--- src/rtl/uart_pkg.sv ---
// Shared types and helpers for the UART transmit arbiter: FSM encoding,
// default byte width and a constant-foldable ceil(log2) helper.
package uart_pkg;

  localparam int DATA_W_DEF = 8;

  typedef enum logic [1:0] {
    IDLE      = 2'b00,
    START     = 2'b01,
    WAIT_BUSY = 2'b10,
    WAIT_DONE = 2'b11
  } state_t;

  // Returns at least 1 so single-entry ranges still get a usable index width.
  function automatic int clog2(input int n);
    int r;
    int v;
    r = 0;
    v = n - 1;
    while (v > 0) begin
      r++;
      v = v >> 1;
    end
    if (r == 0) r = 1;
    return r;
  endfunction

endpackage

--- src/rtl/rr_pick.sv ---
// Combinational round-robin picker: the first set request at or above ptr,
// wrapping past the top index back to zero.
module rr_pick
  import uart_pkg::*;
#(
  parameter int N_REQ = 4
) (
  input  logic [N_REQ-1:0]        req,
  input  logic [clog2(N_REQ)-1:0] ptr,
  output logic                    valid,
  output logic [clog2(N_REQ)-1:0] idx
);

  localparam int IW = clog2(N_REQ);
  localparam logic [IW:0] N_L = (IW+1)'(N_REQ);

  logic [2*N_REQ-1:0] dbl;
  logic [N_REQ-1:0]   rot;
  logic [IW-1:0]      pos;
  logic [IW:0]        sum;

  always_comb begin
    // Rotate so the pointer position lands at bit 0, then lowest-bit-wins.
    dbl = {req, req};
    rot = dbl[ptr +: N_REQ];
    pos = '0;
    for (int i = N_REQ - 1; i >= 0; i--) begin
      if (rot[i]) pos = IW'(i);
    end
    sum = {1'b0, pos} + {1'b0, ptr};
    if (sum >= N_L) sum = sum - N_L;
    idx   = sum[IW-1:0];
    valid = |req;
  end

endmodule

--- src/rtl/uart_tx_arbiter.sv ---
// Round-robin arbiter sharing one UART transmitter among N_REQ byte sources;
// grants one byte per frame and watches the transmitter's busy handshake.
module uart_tx_arbiter
  import uart_pkg::*;
#(
  parameter int N_REQ        = 4,
  parameter int DATA_W       = DATA_W_DEF,
  parameter int BUSY_TIMEOUT = 4
) (
  input  logic                      clk,
  input  logic                      rst,
  input  logic [N_REQ-1:0]          req,
  input  logic [N_REQ*DATA_W-1:0]   req_data,
  output logic [N_REQ-1:0]          ack,
  output logic                      tx_start,
  output logic [DATA_W-1:0]         tx_data,
  input  logic                      tx_busy,
  output logic [clog2(N_REQ)-1:0]   grant_idx,
  output logic                      arb_busy,
  output logic                      timeout_err,
  output state_t                    state_dbg,
  output logic [clog2(N_REQ)-1:0]   rr_ptr_dbg
);

  localparam int IW = clog2(N_REQ);
  localparam int CW = clog2(BUSY_TIMEOUT);
  localparam logic [CW-1:0] TO_LAST  = CW'(BUSY_TIMEOUT - 1);
  localparam logic [IW-1:0] IDX_LAST = IW'(N_REQ - 1);

  // Handshake: a source holds req high with stable data until ack pulses for
  // one cycle; tx_start pulses once per grant and the transmitter answers by
  // raising tx_busy for the frame, then dropping it when the line is free.

  state_t              state, state_d;
  logic [IW-1:0]       rr_ptr, rr_ptr_d;
  logic [CW-1:0]       cnt, cnt_d;
  logic [N_REQ-1:0]    ack_d;
  logic                tx_start_d;
  logic [DATA_W-1:0]   tx_data_d;
  logic [IW-1:0]       grant_idx_d;
  logic                arb_busy_d;
  logic                timeout_err_d;

  logic                pick_valid;
  logic [IW-1:0]       pick_idx;
  logic [DATA_W-1:0]   pick_data;

  rr_pick #(
    .N_REQ (N_REQ)
  ) u_pick (
    .req   (req),
    .ptr   (rr_ptr),
    .valid (pick_valid),
    .idx   (pick_idx)
  );

  always_comb begin
    pick_data = '0;
    for (int i = 0; i < N_REQ; i++) begin
      if (pick_idx == IW'(i)) pick_data = req_data[i*DATA_W +: DATA_W];
    end
  end

  always_comb begin
    state_d       = state;
    rr_ptr_d      = rr_ptr;
    cnt_d         = cnt;
    ack_d         = '0;
    tx_start_d    = 1'b0;
    tx_data_d     = tx_data;
    grant_idx_d   = grant_idx;
    timeout_err_d = timeout_err;
    case (state)
      IDLE: begin
        // A busy transmitter here belongs to someone else; hold off granting.
        if (pick_valid && !tx_busy) begin
          state_d     = START;
          tx_start_d  = 1'b1;
          ack_d       = N_REQ'(1) << pick_idx;
          tx_data_d   = pick_data;
          grant_idx_d = pick_idx;
        end
      end
      START: begin
        rr_ptr_d = (grant_idx == IDX_LAST) ? '0 : grant_idx + 1'b1;
        cnt_d    = '0;
        state_d  = WAIT_BUSY;
      end
      WAIT_BUSY: begin
        if (tx_busy) begin
          state_d = WAIT_DONE;
        end else if (cnt == TO_LAST) begin
          timeout_err_d = 1'b1;
          state_d       = IDLE;
        end else begin
          cnt_d = cnt + 1'b1;
        end
      end
      WAIT_DONE: begin
        if (!tx_busy) state_d = IDLE;
      end
      default: state_d = IDLE;
    endcase
    // Registered so arb_busy tracks the state it will describe next cycle.
    arb_busy_d = (state_d != IDLE);
  end

  always_ff @(posedge clk) begin
    if (rst) begin
      state       <= IDLE;
      rr_ptr      <= '0;
      cnt         <= '0;
      ack         <= '0;
      tx_start    <= 1'b0;
      tx_data     <= '0;
      grant_idx   <= '0;
      arb_busy    <= 1'b0;
      timeout_err <= 1'b0;
    end else begin
      state       <= state_d;
      rr_ptr      <= rr_ptr_d;
      cnt         <= cnt_d;
      ack         <= ack_d;
      tx_start    <= tx_start_d;
      tx_data     <= tx_data_d;
      grant_idx   <= grant_idx_d;
      arb_busy    <= arb_busy_d;
      timeout_err <= timeout_err_d;
    end
  end

  assign state_dbg  = state;
  assign rr_ptr_dbg = rr_ptr;

endmodule
--- config.mk ---
export PLATFORM = sky130hd
export DESIGN_NAME = uart_tx_arbiter
export DESIGN_NICKNAME = d
export VERILOG_FILES = /design/src/rtl/uart_pkg.sv /design/src/rtl/rr_pick.sv /design/src/rtl/uart_tx_arbiter.sv
export SDC_FILE = /design/constraint.sdc
export NUM_CORES = 1
export LEC_CHECK = 0
export BUFFER_PORTS_ARGS = -buffer_cell sky130_fd_sc_hd__buf_2
export CAP_MARGIN = 0
export CORE_ASPECT_RATIO = 0.6
export CORE_MARGIN = 2
export CORE_UTILIZATION = 40
export CTS_BUF_LIST = sky130_fd_sc_hd__clkbuf_4
export DETAILED_ROUTE_END_ITERATION = 6
export PLACE_DENSITY = 0.77
export SLEW_MARGIN = 10
export SYNTH_ARGS = -nofsm -noshare
export SYNTH_HDL_FRONTEND = slang
export SYNTH_SLANG_ARGS = --single-unit
export TNS_END_PERCENT = 30
--- constraint.sdc ---
create_clock -name clk -period 2.5 [get_ports clk]
set_input_delay 0.5 -clock clk [delete_from_list [all_inputs] [get_ports clk]]
set_output_delay 0.5 -clock clk [all_outputs]
set_load 0.02 [all_outputs]
==> metrics.csv, run 1 <==
metric,value,unit
Netlist Area Pre-Place,1496,sq um
Hold Path Class,register to register,
Core Region,3637,sq um
WS Path Type,register to register,
via count,1379,
post-DR wirelength/cell,13.50,microns
Pre-antenna DRT Iters,4,
endpoint type of the worst setup path,register,
CTS tree,yes,
CTS H-Tree Depth,1,
routed wire length,3.482,mm
IO buf count,59,
Worst-Skew Late Latency,320,ps
RSZ-0062 raised after global routing,no,
VDD IR-drop max,0.2653,mV
Post-Syn Area per Cell,10.84,sq um
Post-CTS Setup Bufs,0,
ant diodes,0,
crit path DAT,2600,ps
fill count,333,
Max-slew headroom,0.6277,
largest net degree at the start of global routing,18,
DRC,0,
CTS Buf Count,3,
vias in the first global route,1270,
Layout area overhead,34.45,%
ratio of cells with drive above 1 in the final layout,0.4882,
yosys warns,0,
Chip Width,82.96,microns
dpl hpwl,2.809,mm
Die Area,4262,sq um
DR vias/cell,5.345,
routability cong.,0.7851,
FF/Latch Area,464.2,sq um
main flop type after synthesis,dfxtp_1,
final worst-path cycle share,0.9531,
Netlist cell types,43,
status,"finished, final reports clean",
Placed Instance Area,1961,sq um
first-pass GRT wire length,5.727,mm
final core occ,0.5531,
Leak,0.0009146,uW
Initial Util,0.4114,
CTS sink cnt,23,
Worst-path clk slew,130,ps
clk_skew,3.390,ps
Cell Rows,17,
Post-synth ARST share,0,
sequential element share of the synthesized area,0.3077,
Crit Path Max Fanout,9,
maximum clock insertion buffer count,2,
Ports,60,
fmax,0.4197,GHz
"EDFF count, synth",0,
nets,254,
Crit path required time,2720,ps
syn nets,180,
cts hold-fix bufs,0,
Post-Place Cells,254,
setup violators final,0,
final slew viol count,0,
CP Launch Type,register,
final setup TNS,0,ps
Finished Layout Cells,258,
Die Height,51.38,microns
WHS,486.6,ps
DRC marker count from the first detailed-route iteration,83,
Detail Route Antenna Nets,0,
total grt overflow,0,
overall global routing resource usage,0.1680,
clock root buffer master,clkbuf_4,
Pwr Density,519.0,nW/um^2
Yosys reg bits,23,
Worst-Margin Slew,557.3,ps
footprint of the multi-input gates,1013,sq um
Final Hold Viols,0,
antenna violations before repair,0,
Tmin final,2383,ps
Max-Cap Viols,0,
Mapped Cells,138,
final instance area,2012,sq um
==> final timing paths <==
check                      from     endpoint  slack (ps)  depth (start not counted)
setup / recovery  rr_ptr_dbg[0]   tx_data[4]         120                          7
hold / removal      timeout_err  timeout_err         490                          2
setup reg to reg  rr_ptr_dbg[0]   tx_data[4]         120                          7
hold reg to reg     timeout_err  timeout_err         490                          2
==> worst max-delay path, stage by stage, from the launching register on <==
cell     delay [ps]
dfxtp_4         390
nor2b_1         130
a221o_1         280
a221o_1         360
ha_4            320
buf_4           170
mux4_2          320
a221o_1         310
==> final cells by class <==
cell class,count,area share
Clock buffer,3,0.01119
Sequential cell,23,0.2307
Tap cell,47,0.02923
Timing Repair Buffer,77,0.2201
Clock inverter,1,0.002488
Multi-Input combinational cell,106,0.5037
Inverter,1,0.002488
==> timing repair <==
| item | in CTS | in global routing |
|---|---|---|
| endpoints found under the hold margin | 0 | 0 |
| endpoints found under the setup margin | 7 | 5 |
| cloned | 0 | 0 |
| gates resized for setup | 2 | 2 |
==> sequential cells by signal (all words and copies together) (netlist names) <==
register,cells
state_dbg,2
tx_data,8
tx_start,1
rr_ptr_dbg,2
grant_idx,2
cnt,2
timeout_err,1
ack,4
arb_busy,1
==> routing by layer <==
layer / vias up / wire length, microns / part of all wire / track usage
met2: 39 / 1533 / 0.44 / 0.2594
met5: - / 0 / 0 / 0
met4: 0 / 38 / 0.011 / 0.03825
met3: 7 / 186 / 0.053 / 0.04847
met1: 649 / 1723 / 0.49 / 0.2337
li1: 684 / - / - / -
==> synth_stat cells (2+ instances only) <==
cell	number	area (sq um)
dfxtp_1	23	460.4
nand2_1	3	11.26
o21ai_0	2	10.01
a21oi_1	6	30.03
a221o_1	9	90.09
nor2b_1	4	25.02
buf_6	3	33.78
mux2i_1	3	30.03
mux2_1	13	146.4
nand2b_1	2	12.51
o211ai_1	2	15.01
a22o_1	8	70.07
mux2_2	2	22.52
mux4_2	5	112.6
nor2_1	16	60.06
nor3_1	3	15.01
clkbuf_1	4	15.01
mux4_1	3	78.83
ha_1	3	37.54
==> power breakdown <==
group | switching, uW | leakage, uW | internal (uW) | total (uW)
Clock | 115 | 0.0000177 | 60.0 | 175
Sequential | 29.5 | 0.000189 | 405 | 435
Combinational | 211 | 0.000708 | 223 | 434
==> metrics by stage <==
stage	worst slack [ps]	power [uW]
global route	38.02	1103
floorplan	-1.370	720.1
global placement	-201.7	854.4
CTS	26.86	1044
finish	117.3	1044
detailed placement	-264.7	865.0
==> placed cells by master, fill, tap and decap left out, types with 4 or more instances in the layout <==
cell type / instances
nor2b_1: 4
buf_2: 59
mux4_2: 5
a21oi_1: 6
buf_4: 17
nor2_1: 16
a221o_1: 9
a22o_1: 8
mux2_1: 13
dfxtp_1: 22
==> kinds of logic after synthesis <==
kind of cell               synth area share
DFF                                  0.3077
AOI/OAI and AO/OA                    0.1948
adders and majority gates           0.02509
muxes                                0.2609
xor gates and xnor gates            0.02258
buffers and inverters               0.03929
and+or+nand+nor                      0.1497
(Power assumes the default switching activity.)
==> inputs of run 2 (changes only) <==
--- a/config.mk
+++ b/config.mk
@@ -8,11 +8,10 @@
 export BUFFER_PORTS_ARGS = -buffer_cell sky130_fd_sc_hd__buf_2
 export CAP_MARGIN = 0
 export CORE_ASPECT_RATIO = 0.6
-export CORE_MARGIN = 2
 export CORE_UTILIZATION = 40
 export CTS_BUF_LIST = sky130_fd_sc_hd__clkbuf_4
 export DETAILED_ROUTE_END_ITERATION = 6
-export PLACE_DENSITY = 0.77
+export PLACE_DENSITY = 0.71
 export SLEW_MARGIN = 10
 export SYNTH_ARGS = -nofsm -noshare
 export SYNTH_HDL_FRONTEND = slang
==> run 2 against run 1 <==
Via count grew 4.7%. Register-to-register slack got worse by 40 ps. Fmax down 1.6%. Final cell count shrank 0.39%. Largest cell class unchanged. Clock-buffer cell count up 1. Die area is 6.2% lower.
==> metrics.csv, run 2 (synthesis gave the netlist of run 1 again) <==
metric,value,unit,change
ant diodes,0,,unchanged
CTS H-Tree Depth,1,,unchanged
Final Worst Setup Slack,77.79,ps,-39.55 ps
final slew viol count,0,,unchanged
worst-path cell chain,nor2_1 -> a221o_1 -> a221o_1 -> ha_2 -> buf_4 -> mux4_1 -> a221o_1,,
Max-slew headroom,0.6489,,+0.02118
RSZ-0062 raised after global routing,no,,
DRC,0,,unchanged
antenna violations before repair,0,,unchanged
status,"finished, final reports clean",,
Worst path most repeated cell,a221o_1,,
CP Launch Type,register,,
Buf/Inv on CP,1,,unchanged
routed wire length,3.781,mm,+8.6%
fmax,0.4128,GHz,-1.6%
vias in the first global route,1463,,+15%
DP Worst Slack,-279.3,ps,-14.58 ps
post-DR wirelength/cell,14.71,microns,+9.0%
Cell Rows,16,,-1
Final Hold Viols,0,,unchanged
Die Height,49.38,microns,-3.9%
CTS Buf Count,3,,unchanged
"commonest cells after routing, fill and taps aside","59 x buf_2, 22 x dfxtp_1, 18 x buf_4, 16 x nor2_1, 13 x mux2_1",,
Crit path required time,2710,ps,about the same
total grt overflow,0,,unchanged
Max-Cap Viols,0,,unchanged
Layout area overhead,34.11,%,
nets,255,,+0.39%
routability cong.,0.8506,,+8.3%
Core Region,3403,sq um,-6.4%
Pwr Density,520.5,nW/um^2,+0.30%
IO buf count,59,,unchanged
maximum clock insertion buffer count,2,,unchanged
dpl hpwl,3.121,mm,+11%
"slowest stage delay, CP",400,ps,about the same
CP max stage cell,ha_2,,
"CP delay by family, top",compound AO/OA/AOI/OAI gates,,
Initial Util,0.4397,,+0.02829
ratio of cells with drive above 1 in the final layout,0.4906,,+0.002414
biggest regs,"tx_data (8), ack (4)",,
Worst-path clk slew,120,ps,about the same
clk_skew,3.822,ps,+0.4317 ps
WS Path Type,register to register,,
setup violators final,0,,unchanged
largest net degree at the start of global routing,19,,+1
final worst-path cycle share,0.9689,,+0.01582
endpoint type of the worst setup path,register,,
Pre-antenna DRT Iters,5,,+1
CTS sink cnt,23,,unchanged
Hold Path Class,register to register,,
Worst-Skew Late Latency,310,ps,about the same
Post-CTS Setup Bufs,0,,unchanged
DRC marker count from the first detailed-route iteration,71,,-14%
"most common cell after layout, fill and taps aside",buf_2,,
first-pass GRT wire length,6.458,mm,+13%
via count,1444,,+4.7%
Detail Route Antenna Nets,0,,unchanged
Finished Layout Cells,257,,-0.39%
Tmin final,2422,ps,+39.55 ps
final core occ,0.5897,,+0.03656
Crit Path Max Fanout,5,,-4
Worst-Margin Slew,525.6,ps,-31.71 ps
CTS tree,yes,,
Chip Width,80.96,microns,-2.4%
Largest register FFs,8,,unchanged
reg2reg setup slack,80,ps,-40 ps
VDD IR-drop max,0.4092,mV,+54%
Leak,0.0009200,uW,+0.59%
cts hold-fix bufs,0,,unchanged
overall global routing resource usage,0.2068,,+0.03885
Ports,60,,unchanged
Reg with most FFs,tx_data,,
clock root buffer master,clkbuf_4,,
Die Area,3997,sq um,-6.2%
crit path DAT,2630,ps,+30 ps
Post-Place Cells,253,,-0.39%
DR vias/cell,5.619,,+5.1%
-- run 2: stage by stage --
| stage | power (uW) | hold slack, ps | cell area (sq um) | setup TNS, ps |
|---|---|---|---|---|
| after floorplan | 720.1 | 482.6 | 1525 | -1.370 |
| after global placement | 850.4 | 443.8 | 1966 | -1165 |
| after detailed placement | 865.6 | 470.9 | 1966 | -1870 |
| after CTS | 1049 | 489.8 | 2004 | 0 |
| after global routing | 1104 | 509.5 | 2007 | 0 |
| final | 1045 | 499.3 | 2007 | 0 |
-- run 2: worst min-delay path, stage by stage (launching register included) --
cell,delay [ps]
dfxtp_1,360
a31oi_1,50
nor2_1,70
-- run 2: repair_timing --
action                                  in CTS  in global routing
resized for setup                            1                  1
endpoints found under the setup margin       7                  7
cloned                                       0                  0
-- run 2: final cells by class --
| cell class | instances | area [sq um] |
|---|---|---|
| Clock buffer | 4 | 30.03 |
| Tap cell | 45 | 56.30 |
| Timing Repair Buffer | 78 | 450.4 |
| Sequential cell | 23 | 461.7 |
| Multi-Input combinational cell | 106 | 1003 |
| Inverter | 1 | 5.005 |
| Fill cell | 298 | 1396 |
-- run 2: final timing paths --
kind,from,end,cells past startpoint
setup / recovery,rr_ptr_dbg[0],tx_data[5],7
setup reg to reg,rr_ptr_dbg[0],tx_data[5],7
hold / removal,timeout_err,timeout_err,2
hold reg to reg,timeout_err,timeout_err,2
-- run 2: layer usage --
| metal | part of all wire | global-route usage | routed length (microns) |
|---|---|---|---|
| met5 | 0 | 0 | 0 |
| met2 | 0.50 | 0.3669 | 1895 |
| met4 | 0.0095 | 0.05357 | 36 |
| met3 | 0.061 | 0.04299 | 229 |
| met1 | 0.43 | 0.2520 | 1619 |
-- run 2: power by group --
group	total (uW)	switching [uW]	internal (uW)
combinational	432	214	218
clock	179	106	73.1
sequential	433	28.1	405
total	1040	348	696
==> inputs of run 3 (changes only) <==
--- a/config.mk
+++ b/config.mk
@@ -11,7 +11,7 @@
 export CORE_UTILIZATION = 40
 export CTS_BUF_LIST = sky130_fd_sc_hd__clkbuf_4
 export DETAILED_ROUTE_END_ITERATION = 6
-export PLACE_DENSITY = 0.71
+export PLACE_DENSITY = 0.75
 export SLEW_MARGIN = 10
 export SYNTH_ARGS = -nofsm -noshare
 export SYNTH_HDL_FRONTEND = slang
==> constraint.sdc (replaced) <==
create_clock -name clk -period 2.5 [get_ports clk]
set_input_delay 0.125 -clock clk [delete_from_list [all_inputs] [get_ports clk]]
set_output_delay 0.125 -clock clk [all_outputs]
set_load 0.02 [all_outputs]
==> run 3 against run 2 <==
Fmax decreased by 0.66%. Register-to-register slack got worse by 20 ps. Setup slack got worse by 16 ps. Die area unchanged. Power decreased by 2.9%. Via count decreased by 6.9%. Cell area decreased by 4.5%. Global-route usage decreased by 1.7 points. Critical endpoint unchanged.
==> metrics.csv, run 3 (synthesis gave the netlist of run 1 again) <==
metric,value,unit,change
status,"finished, final reports clean",,
nets,243,,-4.7%
setup violators final,0,,unchanged
antenna violations before repair,0,,unchanged
DRC marker count from the first detailed-route iteration,47,,-34%
CTS H-Tree Depth,1,,unchanged
clock root buffer master,clkbuf_4,,
Crit path required time,2710,ps,about the same
Pwr Density,529.0,nW/um^2,+1.6%
R2R Path End,tx_data[5],,
Die Area,3997,sq um,unchanged
Finished Layout Cells,245,,-4.7%
Post-Place Cells,241,,-4.7%
worst reg2reg startpoint,rr_ptr_dbg[0],,
internal power,665.6,uW,-4.4%
IO buf count,59,,unchanged
final setup TNS,0,ps,unchanged
Max-slew headroom,0.6355,,-0.01335
Chip Width,80.96,microns,unchanged
Reg with most FFs,tx_data,,
"most common cell after layout, fill and taps aside",buf_2,,
Core Region,3403,sq um,unchanged
DRC,0,,unchanged
worst-path cell chain,nor2b_1 -> a221o_1 -> a221o_1 -> ha_2 -> buf_4 -> mux4_1 -> a221o_1,,
cts hold-fix bufs,0,,unchanged
maximum clock insertion buffer count,2,,unchanged
Worst-Margin Slew,545.6,ps,+19.98 ps
biggest regs,"tx_data (8), ack (4)",,
routability cong.,0.7801,,-8.3%
overall global routing resource usage,0.1901,,-0.01672
Worst Hold Path EP,state_dbg[0],,
Buf/Inv on CP,1,,unchanged
Final Hold Viols,0,,unchanged
CTS tree,yes,,
post-DR wirelength/cell,13.96,microns,-5.1%
Cells on Worst Hold Path,3,,+1
final worst-path cycle share,0.9754,,+0.006466
"CP delay by family, top",compound AO/OA/AOI/OAI gates,,
clock share of power,0.172,,about the same
Leak,0.0008613,uW,-6.4%
clk_skew,6.031,ps,+2.209 ps
Tmin final,2438,ps,+16.17 ps
CP max stage cell,ha_2,,
final slew viol count,0,,unchanged
R2R depth,7,,unchanged
Worst-path clk slew,130,ps,about the same
Worst-Skew Late Latency,320,ps,about the same
combinational share of power,0.400,,-0.014
"slowest stage delay, CP",400,ps,about the same
Worst path most repeated cell,a221o_1,,
CTS Buf Count,3,,unchanged
DR vias/cell,5.486,,-2.4%
first-pass GRT wire length,5.851,mm,-9.4%
routed wire length,3.420,mm,-9.5%
VDD IR-drop max,0.2791,mV,-32%
largest net degree at the start of global routing,20,,+1
via count,1344,,-6.9%
Die Height,49.38,microns,unchanged
DP Worst Slack,-18.18,ps,+261.1 ps
crit path DAT,2650,ps,+20 ps
endpoint type of the worst setup path,register,,
Layout area overhead,28.09,%,
Ports,60,,unchanged
sw frac,0.3436,,+0.01022
Initial Util,0.4397,,unchanged
dpl hpwl,2.758,mm,-12%
total power,1014,uW,-2.9%
Crit Path Max Fanout,8,,+3
total grt overflow,0,,unchanged
"commonest cells after routing, fill and taps aside","59 x buf_2, 22 x dfxtp_1, 16 x nor2_1, 13 x mux2_1, 9 x a221o_1",,
WHS,122.5,ps,-376.8 ps
Detail Route Antenna Nets,0,,unchanged
sw power,348.5,uW,about the same
Pre-antenna DRT Iters,4,,-1
Hold Path Class,input port to register,,
Max-Cap Viols,0,,unchanged
ratio of cells with drive above 1 in the final layout,0.4600,,-0.03057
CTS sink cnt,23,,unchanged
vias in the first global route,1246,,-15%
CP Launch Type,register,,
Cell Rows,16,,unchanged
Final Worst Setup Slack,61.62,ps,-16.17 ps
Post-CTS Setup Bufs,0,,unchanged
Flop pwr share,0.428,,+0.013
Hold Crit Start,tx_busy,,
Largest register FFs,8,,unchanged
reg2reg setup slack,60,ps,-20 ps
RSZ-0062 raised after global routing,no,,
WS Path Type,register to register,,
fmax,0.4101,GHz,-0.66%
ant diodes,0,,unchanged
-- run 3: worst min-delay path, cell delays in order --
cell and delay [ps]:
buf_2 130, nand2_1 70, a21oi_1 70
-- run 3: area by class of cell --
class | count | area (sq um)
Clock buffer | 3 | 22.52
Clock inverter | 1 | 5.005
Fill cell | 311 | 1486
Inverter | 1 | 5.005
Multi-Input combinational cell | 106 | 1003
Sequential cell | 23 | 464.2
Tap cell | 45 | 56.30
Timing Repair Buffer | 66 | 360.3
-- run 3: worst max-delay path by stage --
| stage | from | end | slack [ps] | cells past startpoint |
|---|---|---|---|---|
| 3_3_place_gp | rr_ptr_dbg[0] | tx_data[4] | 40 | 7 |
| 5_1_grt | rr_ptr_dbg[0] | tx_data[5] | 10 | 8 |
| 6_report | rr_ptr_dbg[0] | tx_data[5] | 60 | 7 |
| 2_1_floorplan | rr_ptr_dbg[0] | tx_data[5] | -1 | 8 |
| 3_5_place_dp | rr_ptr_dbg[0] | tx_data[1] | -20 | 7 |
| 4_1_cts | rr_ptr_dbg[0] | tx_data[5] | 20 | 7 |
-- run 3: per-layer routing --
layer	routed length, microns	up-vias	track usage
li1	-	658	-
met1	1783	651	0.2770
met2	1476	33	0.2843
met3	136	2	0.03925
met4	23	0	0.04464
met5	0	-	0
-- run 3: repair_timing --
action                     4_1_cts  5_1_grt
resized for setup                1        2
setup endpoints to repair        7        8
gates cloned                     0        0
-- run 3: power by group through the flow --
| stage | Combinational [uW] | Sequential (uW) | Clock [uW] |
|---|---|---|---|
| floorplan | 240 | 480 | 0 |
| global placement | 394 | 442 | 0 |
| detailed placement | 399 | 442 | 0 |
| CTS | 405 | 435 | 178 |
| global route | 439 | 441 | 191 |
| finish | 405 | 434 | 174 |
-- run 3: metrics by stage --
stage	util	cell area, sq um
final	0.5632	1917
after global routing	0.5632	1917
after CTS	0.5618	1912
after detailed placement	0.5511	1876
after global placement	0.5511	1876
after floorplan	-	1525
